--- config.mk ---
export PLATFORM = sky130hd
export DESIGN_NAME = counter_seq_ctrl
export DESIGN_NICKNAME = d
export VERILOG_FILES = /design/src/rtl/counter_pkg.sv /design/src/rtl/mod_n_counter.sv /design/src/rtl/counter_seq_ctrl.sv
export SDC_FILE = /design/constraint.sdc
export NUM_CORES = 1
export LEC_CHECK = 0
export ABC_CLOCK_PERIOD_IN_PS = 3500
export CELL_PAD_IN_SITES_DETAIL_PLACEMENT = 0
export CELL_PAD_IN_SITES_GLOBAL_PLACEMENT = 1
export CORE_UTILIZATION = 45
export DETAILED_ROUTE_END_ITERATION = 8
export DONT_BUFFER_PORTS = 1
export GPL_ROUTABILITY_DRIVEN = 0
export PLACE_DENSITY = 0.82
export SETUP_SLACK_MARGIN = 0.4
export SKIP_CTS_REPAIR_TIMING = 1
export SLEW_MARGIN = 30
export SYNTH_ARGS = -nofsm -noshare
export SYNTH_HDL_FRONTEND = slang
export SYNTH_SLANG_ARGS = --single-unit
--- constraint.sdc ---
create_clock -name clk -period 3.5 [get_ports clk]
set_input_delay 0.525 -clock clk [delete_from_list [all_inputs] [get_ports clk]]
set_output_delay 0.525 -clock clk [all_outputs]
set_load 0.05 [all_outputs]
--- src/rtl/counter_pkg.sv ---
// ============================================================================
//  Module   : counter_pkg
//  Purpose  : Shared types and constants for the counter run-control slice.
//  Revision : 1.0
// ============================================================================
`default_nettype none

package counter_pkg;

    typedef enum logic [1:0] {
        IDLE  = 2'd0,
        RUN   = 2'd1,
        PAUSE = 2'd2,
        DONE  = 2'd3
    } ctrl_state_t;

    localparam logic MODE_ONESHOT = 1'b0;
    localparam logic MODE_RELOAD  = 1'b1;

endpackage

`default_nettype wire

--- src/rtl/mod_n_counter.sv ---
// ============================================================================
//  Module   : mod_n_counter
//  Purpose  : Modulo-N counter datapath with clear, load and increment.
//  Revision : 1.0
// ============================================================================
`default_nettype none

module mod_n_counter #(
    parameter  int N = 32,
    localparam int W = $clog2(N)
) (
    input  logic         clk,
    input  logic         reset_n,
    input  logic         inc,
    input  logic         ld,
    input  logic [W-1:0] ld_val,
    input  logic         clr,
    output logic [W-1:0] count,
    output logic         at_max
);

    localparam logic [W-1:0] C_MAX = W'(N - 1);

    logic [W-1:0] r_count;

    // Terminal compare is against N-1 only, so non-power-of-2 N never reaches N.
    always_ff @(posedge clk or negedge reset_n) begin
        if (!reset_n) begin
            r_count <= '0;
        end else if (clr) begin
            r_count <= '0;
        end else if (ld) begin
            r_count <= ld_val;
        end else if (inc) begin
            r_count <= at_max ? '0 : r_count + W'(1);
        end
    end

    assign at_max = (r_count == C_MAX);
    assign count  = r_count;

endmodule

`default_nettype wire

--- src/rtl/counter_seq_ctrl.sv ---
// ============================================================================
//  Module   : counter_seq_ctrl
//  Purpose  : Run-control sequencer (start/stop/load/clear) for a mod-N counter.
//  Revision : 1.0
// ============================================================================
`default_nettype none

module counter_seq_ctrl
    import counter_pkg::*;
#(
    parameter  int N = 32,
    localparam int W = $clog2(N)
) (
    input  logic         clk,
    input  logic         reset_n,
    input  logic         start,
    input  logic         stop,
    input  logic         clear,
    input  logic         load_en,
    input  logic [W-1:0] load_val,
    input  logic         mode,
    input  logic         tick,
    output logic [W-1:0] count,
    output logic         busy,
    output logic         wrap,
    output logic         done,
    output logic [1:0]   state_o
);

    localparam logic [W:0] C_N_EXT = (W+1)'(N);

    ctrl_state_t  r_state;
    ctrl_state_t  w_next_state;
    logic         r_mode;
    logic         r_busy;
    logic         r_wrap;
    logic         r_done;
    logic         w_inc;
    logic         w_ld;
    logic         w_clr;
    logic         w_wrap;
    logic         w_done;
    logic         w_mode_ld;
    logic         w_at_max;
    logic [W-1:0] w_ld_val;

    assign w_ld_val = ({1'b0, load_val} >= C_N_EXT) ? W'(N - 1) : load_val;

    mod_n_counter #(.N(N)) u_counter (
        .clk     (clk),
        .reset_n (reset_n),
        .inc     (w_inc),
        .ld      (w_ld),
        .ld_val  (w_ld_val),
        .clr     (w_clr),
        .count   (count),
        .at_max  (w_at_max)
    );

    always_ff @(posedge clk or negedge reset_n) begin
        if (!reset_n) begin
            r_state <= IDLE;
        end else begin
            r_state <= w_next_state;
        end
    end

    // Priority: clear > stop > load_en > start > tick; load/start have no effect in RUN.
    always_comb begin
        w_next_state = r_state;
        w_inc        = 1'b0;
        w_ld         = 1'b0;
        w_clr        = 1'b0;
        w_wrap       = 1'b0;
        w_done       = 1'b0;
        w_mode_ld    = 1'b0;
        if (clear) begin
            w_next_state = IDLE;
            w_clr        = 1'b1;
        end else if (stop) begin
            if (r_state == RUN) begin
                w_next_state = PAUSE;
            end
        end else if (r_state == RUN) begin
            if (tick) begin
                w_inc = 1'b1;
                if (w_at_max) begin
                    w_wrap = 1'b1;
                    if (r_mode == MODE_ONESHOT) begin
                        w_next_state = DONE;
                        w_done       = 1'b1;
                    end
                end
            end
        end else if (load_en) begin
            w_ld = 1'b1;
        end else if (start) begin
            w_next_state = RUN;
            w_mode_ld    = 1'b1;
        end
    end

    always_ff @(posedge clk or negedge reset_n) begin
        if (!reset_n) begin
            r_mode <= MODE_ONESHOT;
            r_busy <= 1'b0;
            r_wrap <= 1'b0;
            r_done <= 1'b0;
        end else begin
            if (w_mode_ld) begin
                r_mode <= (mode == MODE_RELOAD) ? MODE_RELOAD : MODE_ONESHOT;
            end
            r_busy <= (w_next_state == RUN);
            r_wrap <= w_wrap;
            r_done <= w_done;
        end
    end

    assign busy    = r_busy;
    assign wrap    = r_wrap;
    assign done    = r_done;
    assign state_o = r_state;

endmodule

`default_nettype wire

== Word-level counts from Yosys, hierarchy flattened ==
Index checks and enable logic that the tools add are counted.

* Shift operators: 0
* Bitwise logic cells: 0
* Mux-type cells: 39
* Equal/unequal tests: 3
* Div/mod/pow operators: 0
* Add/sub/neg operators: 1
* $lt $le $gt $ge: 0
* Reductions and logical operators: 1
* Multipliers: 0

{| class="wikitable"
|+ Operator list
! cell !! number
|-
| $mux 1 || 26
|-
| $mux 5 || 4
|-
| $mux 2 || 9
|-
| $add 5x1->5 const B || 1
|-
| $eq 5x5->1 const B || 1
|-
| $eq 2x1->1 const B || 2
|-
| $reduce_bool 3->1 || 1
|}

* Input bits: 13
* Bits in writable memories: 0
* ROM bits: 0
* Memories kept: 0
* Output and inout port bits: 10
* Latch bits: 0
* Flip-flop bits (word level): 11

== Logic depth before layout (Yosys ltp) ==
Gate-level depths: netlist of run 1.

* Word-level depth: 7
* Mapped depth: 8

== Modules after synthesis ==
Synthesis of run 1 repeated with hierarchy kept, for this count alone.

* Cell total of the unflattened synthesis: 59
* Area total of the unflattened synthesis: 658.1 um^2

{| class="wikitable"
|+ Modules (own cells, without submodules)
! module !! area each (um^2) !! cells each !! instances
|-
| mod_n_counter || 342.8 || 32 || 1
|-
| counter_seq_ctrl || 315.3 || 27 || 1
|}

== Worst setup path after synthesis of run 1 ==
No wires, ideal clock.

* Path kind: register to register
* From: reg u_counter.r_count[1] (netlist: u_counter.count[1])
* To: reg r_done (netlist: done)
* Library setup time: 0.086 ns
* Arrival time: 1.795 ns
* Path slack: 1.619 ns
* Required time: 3.414 ns
* Stages on the path, launching flop included: 8
* Path through: dfrtp_1 -> ha_1 -> inv_1 -> nor3_1 -> ha_1 -> nand2_1 -> or3_1 -> nor3_1

* Longest elaborated chain between the ends: 6

{| class="wikitable"
|+ Ends and longest elaborated chain
! element !! RTL line !! RTL
|-
| from (decl) || mod_n_counter.sv:24 || <nowiki>logic [W-1:0] r_count;</nowiki>
|-
| from (signal assigned) || mod_n_counter.sv:33 || <nowiki>r_count <= ld_val;</nowiki>
|-
| from (signal assigned) || mod_n_counter.sv:35 || <nowiki>r_count <= at_max ? '0 : r_count + W'(1);</nowiki>
|-
| $eq 5x5->1 || mod_n_counter.sv:39 || <nowiki>assign at_max = (r_count == C_MAX);</nowiki>
|-
| $mux 1 || counter_seq_ctrl.sv:87 || <nowiki>if (w_at_max) begin</nowiki>
|-
| $mux 1 || counter_seq_ctrl.sv:85 || <nowiki>if (tick) begin</nowiki>
|-
| $mux 1 || counter_seq_ctrl.sv:84 || <nowiki>end else if (r_state == RUN) begin</nowiki>
|-
| $mux 1 || counter_seq_ctrl.sv:80 || <nowiki>end else if (stop) begin</nowiki>
|-
| $mux 1 || counter_seq_ctrl.sv:77 || <nowiki>if (clear) begin</nowiki>
|-
| net w_done || counter_seq_ctrl.sv:42 || <nowiki>logic w_done;</nowiki>
|-
| to (signal assigned) || counter_seq_ctrl.sv:115 || <nowiki>r_done <= w_done;</nowiki>
|-
| to (decl) || counter_seq_ctrl.sv:37 || <nowiki>logic r_done;</nowiki>
|}

The timed path passes the listed nets, and every way through them passes these cells.
A chain may end at the register's enable or synchronous reset.

== Worst setup path after layout of run 1 ==
* From: reg u_counter.r_count[0] (netlist: u_counter.count[0])
* To: reg r_done (netlist: done)

Same word-level chain as after synthesis.

==> metrics.cfg, run 1 <==
[grt]
grt_pass1_wl_mm = 1.79
global_route.usage.total_pct = 17.8
grt_pass1_vias = 425
grt_antenna_before_repair = 0
globalRoute.totalOverflow = 0
grt_max_degree = 12

[die]
rows = 13
die_w_um = 39.5
io_pins = 23
die-area_mm2 = 0.00156
start_util_pct = 48.7
chipHeight_um = 39.5
core_area_mm2 = 0.00130

[pwr]
p_seq_share_pct = 58.6
swShare_pct = 34.0
comb_power_share_pct = 14.0
p_switching_mw = 0.104
power.density_mw_per_mm2 = 448
p_leak_nw = 0.274
irDropWorstVdd_mv = 0.224
p_int_mw = 0.202
p_clk_share_pct = 27.3

[layout]
area_growth_syn_to_layout_pct = 7.91
final_core_util_pct = 52.5
n_antenna_cell = 0
n_fill_cell = 131
drive_gt1_share_pct = 21.9
nets = 80

[synthesis]
synth.distinct_cells = 28
synth_xor_area_share_pct = 0
synthAdderAreaFrac_pct = 3.95
synth_area_leader_cell = dfrtp_1
synth_mux_area_share_pct = 4.94
synth_area_um2 = 633
ys_ff_latch = 11
synth_nets = 75
yosysSeqAreaShare_pct = 43.5
yosys-top-cells-area = dfrtp_1, a211oi_4, ha_1
yosys_warnings = 0
synth_top_area_share_pct = 43.5
syn_inst = 60
synth_simple_gate_area_share_pct = 21.3
postSynth.asyncResetShare_pct = 100
synth_top_family_by_area = compound AO/OA/AOI/OAI gates
synth_compound_area_share_pct = 22.5
synthFlopType = dfrtp_1
syn-mean-instance-area_um2 = 10.6
synth_enable_flop_cells = 0

[clock_tree]
insertion_delay_ns = 0.26
clock_path_buffers = 2
root_buffer = clkbuf_4
clk_pin_slew_ns = 0.07
cts_buffers = 3
cts_tree = yes
h-tree-depth = 1
cts_sinks = 11

[placed_design]
port_buffers = 0
post-dp-hpwl_um = 895

[job]
drv_cap = 0

[setup_path]
r2r_end = done$_DFF_PN0_
end_kind = register
cp_data_arrival_time_ns = 2.31
r2r_slack_ns = 1.37
start_kind = register
crit_type = reg2reg
reg2reg_from = u_counter.count[0]$_DFFE_PN0P_
critical_path.max_fanout = 4
required_ns = 3.67
rr_worst_depth = 7

[routing]
wirelength_mm = 1.17
via_per_inst = 5.76
ant_nets = 0
wire_per_inst_um = 14.8
drtIter0Drc = 13
dr.pass1.iters = 4
vias = 455
drc = 0

[sta]
finalClockSkew_ns = 0.00134
relSlewSlack_pct = 61.3
setup_tns_ns = 0
hold_viol_final = 0
fmax_mhz = 469
tightest_slew_ns = 0.581
drv_slew = 0
fin_crit_sh_pct = 60.9
rsz0062_at_grt = no
setup_viol = 0
period_needed_ns = 2.13

[run_status]
outcome = completed

[hold_path]
hold_path_class = in2reg
min_to = state_o[1]$_DFF_PN0_
hp-start = clear
hold_depth = 1

## area by class of cell
| cell class | count | area (µm²) | area share, % |
|---|---|---|---|
| timing repair buffer | 1 | 10.0 | 1.47 |
| tap | 15 | 18.8 | 2.75 |
| multi-input combinational | 43 | 334 | 48.9 |
| sequential | 11 | 275 | 40.3 |
| clock buffer | 4 | 26.3 | 3.85 |
| inverter | 5 | 18.8 | 2.75 |
## layer usage
layer	global-route usage, %	part of all wire (%)	vias to the layer above
li1	-	-	228
met1	23.4	50	209
met2	25.8	42	16
met3	6.25	6.9	2
met4	7.76	0.86	0
met5	0	0	-
## synth_stat cells, types with 2 or more instances
cell type,count
dfrtp_1,11
inv_1,5
a21oi_1,4
nand2_1,4
nor3_1,4
nor2_1,3
a211oi_1,2
a211oi_4,2
and2b_2,2
ha_1,2
mux2i_1,2
o22ai_1,2
o31ai_1,2
## state kept, by name, indices dropped and copies added (netlist names)
name and count:
u_counter.count 5, state_o 2, busy 1, done 1
r_mode 1, wrap 1
## power by group through the flow
stage                     clock, mW  sequential, mW  combinational [mW]
after CTS                    0.0884           0.180              0.0403
after global placement            0           0.182              0.0394
final                        0.0837           0.179              0.0430
after floorplan                   0           0.179              0.0371
after detailed placement          0           0.182              0.0399
after global routing         0.0948           0.182              0.0487
## stage by stage
stage / setup slack (ns) / instances / cell area [µm²] / power [mW] / hold slack [ns]
floorplan: 1.62 / 60 / 633 / 0.217 / 0.229
global placement: 1.43 / 74 / 647 / 0.222 / 0.230
detailed placement: 1.35 / 74 / 647 / 0.222 / 0.230
CTS: 1.34 / 78 / 673 / 0.308 / -0.0564
global route: 1.11 / 79 / 683 / 0.325 / 0.310
finish: 1.37 / 79 / 683 / 0.306 / 0.328
## cell families after synthesis
kind of cell | Yosys count
fa+ha+maj | 2
flops | 11
buf+inv | 6
compound gates | 16
simple gates | 22
mux | 3
## worst max-delay path by stage
stage                                 endpoint                            from  cells past startpoint  slack, ns
final                           done$_DFF_PN0_  u_counter.count[0]$_DFFE_PN0P_                      7       1.37
after global routing      state_o[1]$_DFF_PN0_  u_counter.count[1]$_DFFE_PN0P_                      8       1.11
after global placement          done$_DFF_PN0_  u_counter.count[0]$_DFFE_PN0P_                      7       1.43
after floorplan                 done$_DFF_PN0_  u_counter.count[1]$_DFFE_PN0P_                      7       1.62
after detailed placement  state_o[1]$_DFF_PN0_  u_counter.count[1]$_DFFE_PN0P_                      8       1.35
after CTS                 state_o[1]$_DFF_PN0_  u_counter.count[1]$_DFFE_PN0P_                      8       1.34
## layout by cell type (no fill, tap or decap), types with 2 or more instances in the layout
| master | count |
|---|---|
| dfrtp_1 | 11 |
| inv_1 | 5 |
| nor3_1 | 4 |
| nand2_1 | 4 |
| a21oi_1 | 4 |
| nor2_1 | 3 |
| clkbuf_4 | 3 |
| and2b_2 | 2 |
| a211oi_1 | 2 |
| a211oi_4 | 2 |
| o22ai_1 | 2 |
| mux2i_1 | 2 |
| o31ai_1 | 2 |
| ha_1 | 2 |
## critical path: stages, from the launching register on
cell and delay [ns]:
dfrtp_1 0.67, ha_1 0.26, inv_1 0.06, nor3_1 0.21
ha_1 0.28, nand2_1 0.08, or3_1 0.33, nor3_1 0.15
Power figures use the tool's default switching activity.
==> run 2, diff against run 1 <==
--- a/config.mk
+++ b/config.mk
@@ -5,14 +5,14 @@
 export SDC_FILE = /design/constraint.sdc
 export NUM_CORES = 1
 export LEC_CHECK = 0
-export ABC_CLOCK_PERIOD_IN_PS = 3500
+export ABC_CLOCK_PERIOD_IN_PS = 2050
 export CELL_PAD_IN_SITES_DETAIL_PLACEMENT = 0
 export CELL_PAD_IN_SITES_GLOBAL_PLACEMENT = 1
-export CORE_UTILIZATION = 45
+export CORE_UTILIZATION = 43
 export DETAILED_ROUTE_END_ITERATION = 8
 export DONT_BUFFER_PORTS = 1
 export GPL_ROUTABILITY_DRIVEN = 0
-export PLACE_DENSITY = 0.82
+export PLACE_DENSITY = 0.8
 export SETUP_SLACK_MARGIN = 0.4
 export SKIP_CTS_REPAIR_TIMING = 1
 export SLEW_MARGIN = 30
==> constraint.sdc (replaced) <==
create_clock -name clk -period 2.05 [get_ports clk]
set_input_delay 0.3075 -clock clk [delete_from_list [all_inputs] [get_ports clk]]
set_output_delay 0.3075 -clock clk [all_outputs]
set_load 0.05 [all_outputs]
==> metrics.cfg, run 2 (synthesis gave the netlist of run 1 again) <==
[run_status]
outcome = completed

[routing]
ant_nets = 0
drc = 0
wl_met2_um = 622
top_layer = met4
dr.pass1.iters = 2
vias = 500
wire_per_inst_um = 15.6
wirelength_mm = 1.32
met1Wirelength_um = 590
drtIter0Drc = 2
route.met3.wl_um = 97
via_per_inst = 5.88

[clock_tree]
cts_buffers = 3
cts_sinks = 11
clock_path_buffers = 2
h-tree-depth = 1
cts_tree = yes
root_buffer = clkbuf_4
insertion_delay_ns = 0.26
clk_pin_slew_ns = 0.07

[layout]
final_common_cell = dfrtp_1
n_antenna_cell = 0
area_growth_syn_to_layout_pct = 26.9
nets = 86
drive_gt1_share_pct = 48.6
fin_cells = 85
final_core_util_pct = 60.2
layout_common_cells = dfrtp_1, buf_4, inv_1, dfrtp_2
n_fill_cell = 123
largest_reg_flops = 5

[pwr]
power.density_mw_per_mm2 = 707
p_leak_nw = 0.322
irDropWorstVdd_mv = 0.413
p_total_mw = 0.568

[sta]
period_needed_ns = 1.57
setup_viol = 0
fin_crit_sh_pct = 76.7
tightest_slew_ns = 0.553
fmax_mhz = 636
drv_slew = 0
finalClockSkew_ns = 0.00542
setup_tns_ns = 0
worst_slack_ns = 0.477
relSlewSlack_pct = 63.1
rsz0062_at_grt = no
hold_viol_final = 0

[grt]
grt_max_degree = 12
grt_pass1_wl_mm = 1.88
global_route.usage.total_pct = 18.8
grt_pass1_vias = 434
grt_antenna_before_repair = 0
globalRoute.totalOverflow = 0

[die]
chipHeight_um = 40.4
die_w_um = 40.4
io_pins = 23
core_area_mm2 = 0.00133
rows = 13
start_util_pct = 47.5
die-area_mm2 = 0.00163

[hold_path]
hp-start = clear
hold_depth = 1
min_to = state_o[1]$_DFF_PN0_
hold_path_class = in2reg

[setup_path]
critical_path.max_fanout = 2
rr_worst_depth = 7
r2r_end = done$_DFF_PN0_
required_ns = 2.23
end_kind = register
cp_data_arrival_time_ns = 1.75
reg2reg_from = u_counter.count[0]$_DFFE_PN0P_
start_kind = register
crit_type = reg2reg
r2r_slack_ns = 0.48

[placed_design]
port_buffers = 0
dp_cells = 80
pre_cts_slack_ns = 0.397
post-dp-hpwl_um = 990

[job]
drv_cap = 0

run 2: worst max path at each step:
stage | depth (start not counted) | to | slack [ns] | from
after global placement | 7 | busy$_DFF_PN0_ | 0.43 | u_counter.count[0]$_DFFE_PN0P_
after CTS | 7 | busy$_DFF_PN0_ | 0.37 | u_counter.count[0]$_DFFE_PN0P_
after global routing | 7 | done$_DFF_PN0_ | 0.40 | u_counter.count[0]$_DFFE_PN0P_
after detailed placement | 7 | busy$_DFF_PN0_ | 0.40 | u_counter.count[0]$_DFFE_PN0P_
after floorplan | 7 | done$_DFF_PN0_ | 0.40 | u_counter.count[1]$_DFFE_PN0P_
final | 7 | done$_DFF_PN0_ | 0.48 | u_counter.count[0]$_DFFE_PN0P_
run 2: report_power, final:
part	internal (mW)	switching [mW]
clock	0.0752	0.0705
sequential	0.238	0.0273
combinational	0.0566	0.101
run 2: cell type report:
class	instances	area, µm²	share of cell area [%]
clock buffers	4	26.3	3.27
well taps	15	18.8	2.34
multi-input cells	43	404	50.3
repair buffers	7	55.1	6.85
inverters	5	18.8	2.34
flip-flops and latches	11	280	34.9
run 2: metrics by stage:
step | hold WS (ns) | cell area, µm²
3_3_place_gp | 0.0121 | 717
6_report | 0.106 | 803
2_1_floorplan | 0.0119 | 658
4_1_cts | -0.282 | 743
5_1_grt | 0.0845 | 803
3_5_place_dp | 0.0121 | 717
run 2: worst max-delay path, stage by stage, from the launching register on:
cell and delay, ns:
dfrtp_2 0.40, ha_4 0.15, inv_2 0.05, nor3_4 0.19
ha_4 0.18, nand2_2 0.07, or3_1 0.34, nor3_2 0.12
run 2: routing by layer:
layer  track usage, %  vias up
met2             25.8       18
met3             7.78        2
met1             23.6      239
met4             12.5        0
met5                0        -
li1                 -      241
==> variant (flow settings as in run 2) <==
The output `done` loses its register stage (`r_done` becomes a continuous assignment).
--- a/src/rtl/counter_seq_ctrl.sv
+++ b/src/rtl/counter_seq_ctrl.sv
@@ -107,3 +107,2 @@
             r_wrap <= 1'b0;
-            r_done <= 1'b0;
         end else begin
@@ -114,5 +113,6 @@
             r_wrap <= w_wrap;
-            r_done <= w_done;
         end
     end
+
+    assign r_done = w_done;
 
Check against the original RTL: not equivalent (a bounded check fails within 4 cycles, from zero or initial values and one cycle with reset_n low).
==> variant against run 2 <==
  * Count of clock-buffer cells in the layout stayed put
  * Clock power is 7% lower
  * Cell area is 0.62% lower
  * Utilization is 1.1 points higher
  * Total power is 6.8% lower
  * Via count is 1.4% higher
  * Non-clock buffer count is 5 higher
  * Setup slack worse by 240 ps
  * Sequential cell count is 1 lower
  * Routed wire length is 4.5% higher
  * Synthesized area is 5.3% lower
==> variant: results (changes against run 2) <==
[detailed_routing]
wl_per_cell_um = 15.53  ; was 15.56 um
wl_met3_um = 98  ; was 97 um
wl_met2_um = 663  ; was 622 um
viasPerCell = 5.697  ; was 5.882
met1Wirelength_um = 620  ; was 590 um
first_iter_violations = 6  ; was 2
top_layer = met3  ; was met4
routed_wl_mm = 1.382  ; was 1.323 mm
drt_pre_antenna_iters = 4  ; was 2

[critical_path]
max_stage_delay_ps = 380  ; was 400 ps
critical_path_class = flop to output pin  ; was flop to flop
reg2reg_depth = 6  ; was 7
cp-endpoint = done  ; unchanged
path_max_fanout = 6  ; was 2
reg2reg_slack_ps = 420  ; was 480 ps
r2r_end = u_counter.count[2]  ; was done
cp.arrival_ps = 1500  ; was 1750 ps

[placed_design]
hpwlAfterDp_mm = 1.048  ; was 989.7 um
dp.cells = 81  ; was 80
post_dp_cell_area_um2 = 739.5  ; was 716.9 um^2

[global_routing]
grt_pass1_wl_mm = 2.028  ; was 1.876 mm
grtUsageMet3 = 0.1023  ; was 0.07778
globalRouteMet2Util = 0.3125  ; was 0.2579
grt_max_degree = 11  ; was 12
track_usage = 0.2055  ; was 0.1881
grt_pass1_vias = 444  ; was 434

[cells_and_area]
design.final.nets = 90  ; was 86
drive_gt1_frac = 0.3919  ; was 0.4857
area_growth_pct = 33.19  ; was 26.88%
n_fill_cell = 117  ; was 123

[pwr]
peakVddDrop_mv = 0.4923  ; was 0.4127 mV
p_leak_nw = 0.3434  ; was 0.3221 nW

[hold_path]
holdPathEnd = state_o[0]  ; was state_o[1]

[yosys]
ys_seq_area_frac = 0.4175  ; was 0.4348
synthTopCellsByCount = dfrtp_1, nand2_1, nor2_1, a21oi_1  ; was dfrtp_1, inv_1, a21oi_1, nand2_1, nor3_1
syn-num-nets = 74  ; was 75
synth_area_leaders = dfrtp_1, ha_1, nor4bb_4, a22oi_1, nand2_1  ; was dfrtp_1, a211oi_4, ha_1, a21oi_1, mux2i_1
ys_types = 29  ; was 28

[sta]
fin_worst_skew_ps = 6.913  ; was 5.422 ps
slew_headroom = 0.6809  ; was 0.6315
fin_crit_ps = 1808  ; was 1573 ps

[outcome]
status = complete, no violations  ; unchanged

-- variant: report_power, final --
part           total [mW]  internal (mW)  switching (mW)
Combinational       0.153         0.0566          0.0961
Sequential          0.240          0.218          0.0222
Clock               0.136         0.0749          0.0613
Total               0.529          0.350           0.180
-- variant: area by class of cell --
| type | count | share of cell area |
|---|---|---|
| multi-input cells | 47 | 0.4875 |
| flip-flops and latches | 10 | 0.3197 |
| repair buffers | 12 | 0.1317 |
| well taps | 15 | 0.02351 |
| clock buffers | 4 | 0.03292 |
| inverters | 1 | 0.004702 |
-- variant: logic make-up (layout without fill, tap and decap cells) --
group / Yosys count / after routing / synth area share
xor+xnor: 1 / 1 / 0.01462
flops: 10 / 10 / 0.4175
mux: 1 / 1 / 0.01879
simple gates: 27 / 27 / 0.2860
compound gates: 16 / 16 / 0.2067
fa+ha+maj: 2 / 2 / 0.04175
buf+inv: 2 / 17 / 0.01460
